[src/rtl/alu_issue_wb.sv]
`default_nettype none
// +----------------------------------------------------------------------------+
// | Module      : alu_issue_wb                                                 |
// | Description : Single-issue front end for an external combinational ALU:    |
// |               16x16 register file, 5-bit PSR, IDLE/EXEC/WB sequencer.      |
// |               Define REGFILE_ZERO_REG_EN to hard-wire R0 to zero.          |
// | Revision    : 1.0 - initial release                                        |
// +----------------------------------------------------------------------------+
module alu_issue_wb (
    input  logic        clk,
    input  logic        reset,
    input  logic        instr_valid,
    input  logic [15:0] instr,
    output logic        instr_ready,
    output logic [15:0] alu_a,
    output logic [15:0] alu_b,
    output logic [7:0]  alu_opcode,
    output logic        alu_cin,
    input  logic [15:0] alu_c,
    input  logic [4:0]  alu_flags,
    output logic        wb_done,
    output logic [4:0]  psr,
    input  logic [3:0]  dbg_addr,
    output logic [15:0] dbg_data
);

    localparam logic [1:0] c_IDLE = 2'd0;
    localparam logic [1:0] c_EXEC = 2'd1;
    localparam logic [1:0] c_WB   = 2'd2;

    logic [1:0]  r_state;
    logic [1:0]  w_state_nxt;
    logic [15:0] r_rf [16];
    logic [15:0] r_alu_a;
    logic [15:0] r_alu_b;
    logic [15:0] r_res;
    logic [7:0]  r_opcode;
    logic        r_cin;
    logic [3:0]  r_rdest;
    logic [4:0]  r_psr;
    logic [4:0]  r_flags;
    logic        w_accept;
    logic        w_op_writes;
    logic        w_rf_we;
    logic        w_psr_we;
    logic [15:0] w_rd_a;
    logic [15:0] w_rd_b;

    assign w_accept = (r_state == c_IDLE) && instr_valid;

    // Compares and NOP only affect flags (or nothing); everything else writes Rdest.
    assign w_op_writes = !((r_opcode == 8'h00) || (r_opcode == 8'h0B) ||
                           (r_opcode == 8'h0C) || (r_opcode[7:4] == 4'hB) ||
                           (r_opcode[7:4] == 4'hC));
    assign w_psr_we    = (r_state == c_WB) && (r_opcode != 8'h00);

`ifdef REGFILE_ZERO_REG_EN
    assign w_rd_a   = (instr[11:8] == 4'd0) ? 16'h0000 : r_rf[instr[11:8]];
    assign w_rd_b   = (instr[3:0]  == 4'd0) ? 16'h0000 : r_rf[instr[3:0]];
    assign dbg_data = (dbg_addr    == 4'd0) ? 16'h0000 : r_rf[dbg_addr];
    assign w_rf_we  = (r_state == c_WB) && w_op_writes && (r_rdest != 4'd0);
`else
    assign w_rd_a   = r_rf[instr[11:8]];
    assign w_rd_b   = r_rf[instr[3:0]];
    assign dbg_data = r_rf[dbg_addr];
    assign w_rf_we  = (r_state == c_WB) && w_op_writes;
`endif

    always_ff @(posedge clk or posedge reset) begin
        if (reset) begin
            r_state <= c_IDLE;
        end else begin
            r_state <= w_state_nxt;
        end
    end

    always_comb begin
        w_state_nxt = r_state;
        case (r_state)
            c_IDLE:  if (w_accept) w_state_nxt = c_EXEC;
            c_EXEC:  w_state_nxt = c_WB;
            c_WB:    w_state_nxt = c_IDLE;
            default: w_state_nxt = c_IDLE;
        endcase
    end

    // Operands are captured at accept and held so the ALU sees stable inputs for EXEC and WB.
    always_ff @(posedge clk or posedge reset) begin
        if (reset) begin
            r_alu_a  <= 16'h0000;
            r_alu_b  <= 16'h0000;
            r_opcode <= 8'h00;
            r_cin    <= 1'b0;
            r_rdest  <= 4'd0;
            r_res    <= 16'h0000;
            r_flags  <= 5'b00000;
            r_psr    <= 5'b00000;
        end else begin
            if (w_accept) begin
                r_alu_a  <= w_rd_a;
                r_alu_b  <= w_rd_b;
                r_opcode <= {instr[15:12], instr[7:4]};
                r_cin    <= r_psr[3];
                r_rdest  <= instr[11:8];
            end
            if (r_state == c_EXEC) begin
                r_res   <= alu_c;
                r_flags <= alu_flags;
            end
            if (w_psr_we) begin
                r_psr <= r_flags;
            end
        end
    end

    always_ff @(posedge clk or posedge reset) begin
        if (reset) begin
            for (int i = 0; i < 16; i++) begin
                r_rf[i] <= 16'h0000;
            end
        end else if (w_rf_we) begin
            r_rf[r_rdest] <= r_res;
        end
    end

    assign instr_ready = (r_state == c_IDLE);
    assign wb_done     = (r_state == c_WB);
    assign alu_a       = r_alu_a;
    assign alu_b       = r_alu_b;
    assign alu_opcode  = r_opcode;
    assign alu_cin     = r_cin;
    assign psr         = r_psr;

endmodule
`default_nettype wire

[config.mk]
export PLATFORM = sky130hd
export DESIGN_NAME = alu_issue_wb
export DESIGN_NICKNAME = d
export VERILOG_FILES = /design/src/rtl/alu_issue_wb.sv
export SDC_FILE = /design/constraint.sdc
export NUM_CORES = 1
export LEC_CHECK = 0
export CORE_ASPECT_RATIO = 1.75
export CORE_UTILIZATION = 30
export DETAILED_ROUTE_END_ITERATION = 7
export DONT_BUFFER_PORTS = 1
export GPL_ROUTABILITY_DRIVEN = 0
export PLACE_DENSITY = 0.47
export SYNTH_ARGS = -nofsm -noshare
export SYNTH_HDL_FRONTEND = slang
export SYNTH_SLANG_ARGS = --single-unit
[constraint.sdc]
create_clock -name clk -period 10.4 [get_ports clk]
set_input_delay 2.08 -clock clk [delete_from_list [all_inputs] [get_ports clk]]
set_output_delay 2.08 -clock clk [all_outputs]
set_load 0.03 [all_outputs]
* After elaboration in Yosys (flattened, before gate mapping)
Cells that the tools add are included.
Word-level totals: word-level logic and storage cells 67, bits in registers 329, bits of input ports 44
Cells by class: multiplexer cells 14, order comparisons 5, bitwise operators 4, reduce and logical (&&, ||, !) cells 12, equal/unequal tests 7
Operator list (number):
- $bwmux W256 | 1
- $bmux W16 S4 | 3
- $mux W16 | 7
- $demux W16 S4 | 1
- $ge A5 B5 Y1 const B | 4
- $not A4 Y5 | 4
- $eq A8 B4 Y1 const B | 2
- $eq A4 B4 Y1 const B | 2
- $logic_not A8 Y1 | 1
- $reduce_bool A8 Y1 | 1
- $lt A5 B1 Y1 const B | 1
- $logic_and A1 B1 Y1 | 4
- $logic_or A1 B1 Y1 | 4
- $pmux W2 S2 | 1
- $eq A2 B1 Y1 const B | 1
- $eq A2 B2 Y1 const B | 1
- $logic_not A2 Y1 | 1
- $mux W2 | 1
- $ne A2 B1 Y1 const B | 1
- $logic_not A1 Y1 | 1

* Depth between registers and ports, before layout
Gate-level depths: netlist (run 1).
depth after elaboration 7, depth in mapped cells 7

* Worst setup path after synthesis (run 1)
Ideal clock, no wire load.
path kind input-to-output, from input port dbg_addr[0], to output port dbg_data[0], cell stages on the path 4, path slack 4.629 ns, arrival 3.691 ns, cell sequence buf_2 > buf_2 > mux4_2 > mux4_2
On the way: cells in the longest elaborated chain, start to end 4
RTL lines:
- start, declared | line 23 | input logic [3:0] dbg_addr,
- $not A4 Y5 (not written as such) | line 65 | assign dbg_data = r_rf[dbg_addr];
- $bmux W16 S4 | line 65
- $mux W16 (not written as such) (2 in series) | line 65
- end, declared | line 24 | output logic [15:0] dbg_data
No other way between the ends. The select of a mux whose other input is x is not followed.

* Worst setup path after layout (run 1)
from input port dbg_addr[0], to output port dbg_data[15]
Same word-level chain as after synthesis.

==> results.md, run 1 <==
* Clock slew at reported path FFs at 60 ps
* Syn nets at 1263
* Switching share of total power at 0.336
* Area leader, netlist: dfrtp_1
* Netlist Area Pre-Place at 18900 um2
* Final-stage net count at 1207
* Max-Cap Viols at 0
* Avg Cell Area, Syn at 15.5 um2
* Final min period at 5340 ps
* # resized after CTS at 0
* Logic pwr share at 0.251
* TritonCTS clock tree: built
* Cells after synthesis at 1219
* Final instance area at 20700 um2
* Via density at 5.71
* Slew Limit Headroom at 0.181
* Int Pwr at 0.00330 W
* Vias in the first global route at 12303
* Starting Density at 0.304
* P per Cell Area at 241 nW/um2
* Initial antenna violation count at 3
* Cts bufs inserted at 36
* Psw at 0.00167 W
* Seq/Total Area, Yosys at 0.436
* Leakage at 8.73 nW
* Largest net degree at the start of global routing at 177
* Post CTS Setup Buffer Count at 0
* Final non-filler cell total at 1988
* Crit-path max cell delay at 620 ps
* Status: complete, no violations
* IR drop worst, VDD at 0.127 mV
* Routed vias at 11351
* Hold Vio Cnt, Final at 0
* Fin Setup TNS at 0 ps
* Ys async rst share at 1.00
* Overall routing resource usage at 0.190
* Pre-antenna DRT Iters at 5
* Final period util at 0.514
* CP Cell Sequence: mux4_2 > mux4_2
* Tightest Hold Check Type: register to register
* First-pass GRT wire length at 88.0 mm
* CP Capture Type: primary output
* Placed cells at 1924
* Crit Path Class: input pin to primary output
* Highest clock rate at 0.187 GHz
* Core Region at 62200 um2
* Port buffer count at 0
* Row Count at 121
* Worst Path Required at 8320 ps
* # IOs at 108
* Area grow syn2layout at 9.41%
* Reg2reg setup slack at 7370 ps
* Post-synth EDFFs at 0
* Yosys Warn Count at 0
* Worst clock skew at 22.0 ps
* CTS Sinks at 329
* RSZ-0062 raised after global routing: no
* Die area at 64100 um2
* Layout cells sized above 1 at 0.501
* Distinct cells, synth at 53
* Register share of total power at 0.481
* Dpl hpwl at 34.7 mm
* DP Area at 19500 um2
* Die W at 192 um
* Drt drc at 0
* Final Max Slew Viols at 0
* Measured slew at the worst slew-check pin at 1230 ps
* CP max FO at 64
* WP buf/inv at 0
* Initial DRC Count at 841
* Synthesis-stage register bit count at 329
* CP max stage cell: mux4_2
* Area contributors post-synth: dfrtp_1 (44%), mux4_2 (23%), mux2_2 (15%)
* Worst-Skew Late Latency at 550 ps
* Routed WL at 59.3 mm
* H-tree lvl count at 2
* Cell family with most CP delay: multiplexers
* Post-CTS Hold Buffers at 0
* Average wire per standard cell at 29.8 um
* Final setup vio count at 0
* Worst endpoint data arrival time at 3260 ps
* CTS max path bufs at 3
* Synth top cells by count: dfrtp_1 (329), mux2_2 (246), mux4_2 (189)
* Most frequent cell after synthesis: dfrtp_1
* CP startpoint kind: input pin
* Dominant synthesized flop cell: dfrtp_1
* Gr ovfl total at 0
* CTS root buf: clkbuf_16
* Post-route antenna net violation count at 0
* Die Ht at 334 um
* CP dominant cell by count: mux4_2
* Synth top area share at 0.436
* Clock Power Share at 0.268
-- path summary, 6_finish.rpt --
check | start | endpoint | depth (start not counted)
setup / recovery | dbg_addr[0] | dbg_data[15] | 2
setup reg to reg | r_state[0] | r_rf[121] | 5
max in group asynchronous | reset | r_res[6] | 3
min in group asynchronous | reset | r_res[3] | 2
hold reg to reg | r_flags[3] | r_flags[3] | 1
hold / removal | r_flags[3] | r_flags[3] | 1
-- power groups by stage --
stage                     sequential (W)  clock [W]  combinational, W
after floorplan                  0.00213          0           0.00119
after global placement           0.00241          0           0.00123
after detailed placement         0.00242          0           0.00126
after CTS                        0.00240    0.00138           0.00126
after global routing             0.00247    0.00143           0.00135
final                            0.00239    0.00133           0.00125
-- placed cells by master (no fill, tap or decap), drive strengths merged, types with 2 or more instances in the layout --
| cell | netlist | routed |
|---|---|---|
| a2111oi | 2 | 2 |
| a211oi | 2 | 2 |
| a21oi | 13 | 13 |
| a22o | 15 | 15 |
| a22oi | 29 | 29 |
| and2 | 4 | 4 |
| buf | 73 | 22 |
| bufinv | 0 | 3 |
| clkbuf | 43 | 51 |
| clkinv | 0 | 4 |
| clkinvlp | 0 | 3 |
| dfrtp | 329 | 329 |
| inv | 4 | 6 |
| mux2 | 317 | 317 |
| mux2i | 45 | 45 |
| mux4 | 189 | 189 |
| nand2 | 39 | 39 |
| nand2b | 2 | 2 |
| nand4 | 12 | 12 |
| nand4b | 6 | 6 |
| nor2 | 3 | 3 |
| nor2b | 4 | 4 |
| nor4 | 9 | 9 |
| nor4b | 5 | 5 |
| nor4bb | 6 | 6 |
| o21ai | 51 | 51 |
| or4 | 2 | 2 |
-- metal layers --
metal	routed length [um]	global-route usage	vias up
met4	2450	0.0780	2
met1	22700	0.224	6227
li1	-	-	4706
met2	31300	0.337	295
met5	17	0	-
met3	2730	0.0335	121
-- state kept, by name (all words and copies together) (netlist names) --
name / cells
alu_a: 16
r_rdest: 4
alu_b: 16
alu_cin: 1
r_res: 16
psr: 5
r_state: 2
r_rf: 256
r_flags: 5
alu_opcode: 8
-- cell families after synthesis --
| logic type | share of synthesized area |
|---|---|
| buffers and inverters | 0.0352 |
| multiplexers | 0.448 |
| AO/OA/AOI/OAI | 0.0468 |
| XOR/XNOR | 0.000463 |
| AND/OR/NAND/NOR | 0.0342 |
| flip-flops | 0.436 |
-- per-stage QoR --
stage / setup WS, ps / power (W) / utilization / hold slack, ps
6_report: 5060 / 0.00497 / 0.332 / 501
3_5_place_dp: 5070 / 0.00368 / 0.313 / 494
4_1_cts: 5050 / 0.00505 / 0.332 / 509
3_3_place_gp: 5060 / 0.00365 / 0.313 / 485
5_1_grt: 5050 / 0.00524 / 0.332 / 528
2_1_floorplan: 3930 / 0.00332 / - / 475
-- area by class of cell --
class                   instances  area (um2)
fillers                      5960       41500
multi-input cells             770       10000
flip-flops and latches        329        8230
clock buffers                  51        1050
well taps                     799        1000
repair buffers                 22         190
clock inverters                12         151
inverters                       4        18.8
diodes                          1        2.50
Note: power is estimated with default switching activity, not from simulation.
==> run 2: changes to the inputs <==
clock period = 4.4 ns   (was 10.4 ns; I/O delays follow)
==> run 2 against run 1 <==
Compared with the run above: sequential cell count did not move; total power grew 140%; core utilization is 0.33 points higher; sequential power up 130%.
==> results.md, run 2 (synthesis gave the netlist of run 1 again) <==
* Via density at 5.72
* H-tree lvl count at 2
* First-pass GRT wire length at 91.5 mm
* Die area at 64100 um2
* Drt drc at 0
* Largest register FFs at 256
* Worst Path Required at 4820 ps
* R2R Path Start: r_state[0]
* Final non-filler cell total at 2002
* Initial antenna violation count at 2
* Post-CTS Hold Buffers at 0
* Worst endpoint data arrival time at 3510 ps
* Final-stage net count at 1218
* Measured slew at the worst slew-check pin at 1090 ps
* Final period util at 0.703
* Post-route antenna net violation count at 0
* Biggest register: r_rf
* Highest clock rate at 0.323 GHz
* Pre-antenna DRT Iters at 5
* Tightest Hold Check Type: input pin to asynchronous set/reset pin
* Placed cells at 1934
* Hold Vio Cnt, Final at 0
* CTS Sinks at 329
* # IOs at 108
* Reg-to-Reg End: r_rf[225]
* Row Count at 121
* Status: complete, no violations
* CTS max path bufs at 3
* Port buffer count at 0
* Initial DRC Count at 641
* Largest net degree at the start of global routing at 109
* TritonCTS clock tree: built
* Gr ovfl total at 0
* IR drop worst, VDD at 0.283 mV
* Routed vias at 11442
* Die Ht at 334 um
* Total power at 0.0120 W
* Final setup vio count at 0
* R2R depth at 6
* Post CTS Setup Buffer Count at 0
* Layout Utilization at 0.336
* Cts bufs inserted at 37
* Min Hold Slack at 336 ps
* CP Capture Type: register
* CTS root buf: clkbuf_16
* Routed WL at 61.3 mm
* Final min period at 3090 ps
* # resized after CTS at 0
* Worst clock skew at 13.2 ps
* Worst-Skew Late Latency at 550 ps
* Dpl hpwl at 36.2 mm
* Clock slew at reported path FFs at 60 ps
* Most frequent cells in the layout: dfrtp_1 (329), mux2_2 (246), mux4_2 (189)
* Crit Path Class: register to register
* Max-Cap Viols at 0
* Average wire per standard cell at 30.6 um
* CP startpoint kind: register
* Slew Limit Headroom at 0.272
* CP max FO at 12
* Reg2reg setup slack at 1310 ps
* P per Cell Area at 576 nW/um2
* Starting Density at 0.304
* Core Region at 62200 um2
* RSZ-0062 raised after global routing: no
* Commonest non-fill, non-tap cell in the layout: dfrtp_1
* Die W at 192 um
* Ant diodes at 0
* Overall routing resource usage at 0.198
* Area grow syn2layout at 10.5%
* Leakage at 8.85 nW
* Layout cells sized above 1 at 0.508
* Final Max Slew Viols at 0
* Vias in the first global route at 12556
run 2: changes by cell type in the layout (fill, tap and decap cells not counted):
cell / change
clkbuf_1: -1
bufinv_16: +2
nor2b_2: +1
nor2b_4: -1
diode_2: -1
buf_12: +1
clkbuf_16: +2
inv_6: -2
buf_4: +9
clkinvlp_4: -1
clkbuf_8: +2
clkinv_2: +3
run 2: cell type report:
class / count / area, um2
tap: 799 / 1000
sequential: 329 / 8230
timing repair buffer: 32 / 278
clock inverter: 14 / 201
clock buffer: 54 / 1120
inverter: 4 / 18.8
multi-input combinational: 770 / 10000
fill: 5975 / 41300
run 2: where the power goes:
part | internal [W] | switching, W
clock | 0.00207 | 0.00134
combinational | 0.00197 | 0.00104
sequential | 0.00401 | 0.00161
total | 0.00804 | 0.00398
run 2: layer usage:
metal  vias up  wire (um)  track usage
met4         4       1930       0.0665
met5         -         28            0
met3        79       2880       0.0355
met1      6338      23700        0.234
met2       288      32700        0.356
li1       4733          -            -
run 2: worst max-delay path by stage:
stage / startpoint / endpoint / slack (ps) / depth (start not counted)
after floorplan: reset / alu_a[0] / -870 / 1
after detailed placement: r_state[0] / r_rf[225] / 1350 / 6
after global placement: r_state[0] / r_rf[186] / 1400 / 6
after global routing: r_state[0] / r_rf[233] / 1230 / 6
after CTS: r_state[0] / r_rf[225] / 1340 / 6
final: r_state[0] / r_rf[225] / 1310 / 6
run 2: metrics by stage:
step                instance area [um2]  worst slack [ps]  setup TNS (ps)
global route                      20900              1230               0
finish                            20900              1310               0
global placement                  19600              1400               0
detailed placement                19600              1350               0
CTS                               20900              1340               0
floorplan                         18900              -873         -287110
run 2: critical path, stage by stage (launching register included):
cell and delay, ps:
dfrtp_1 420, nand2b_2 300, inv_1 530, nand4_1 250
a21oi_4 840, buf_4 270, mux2_2 330
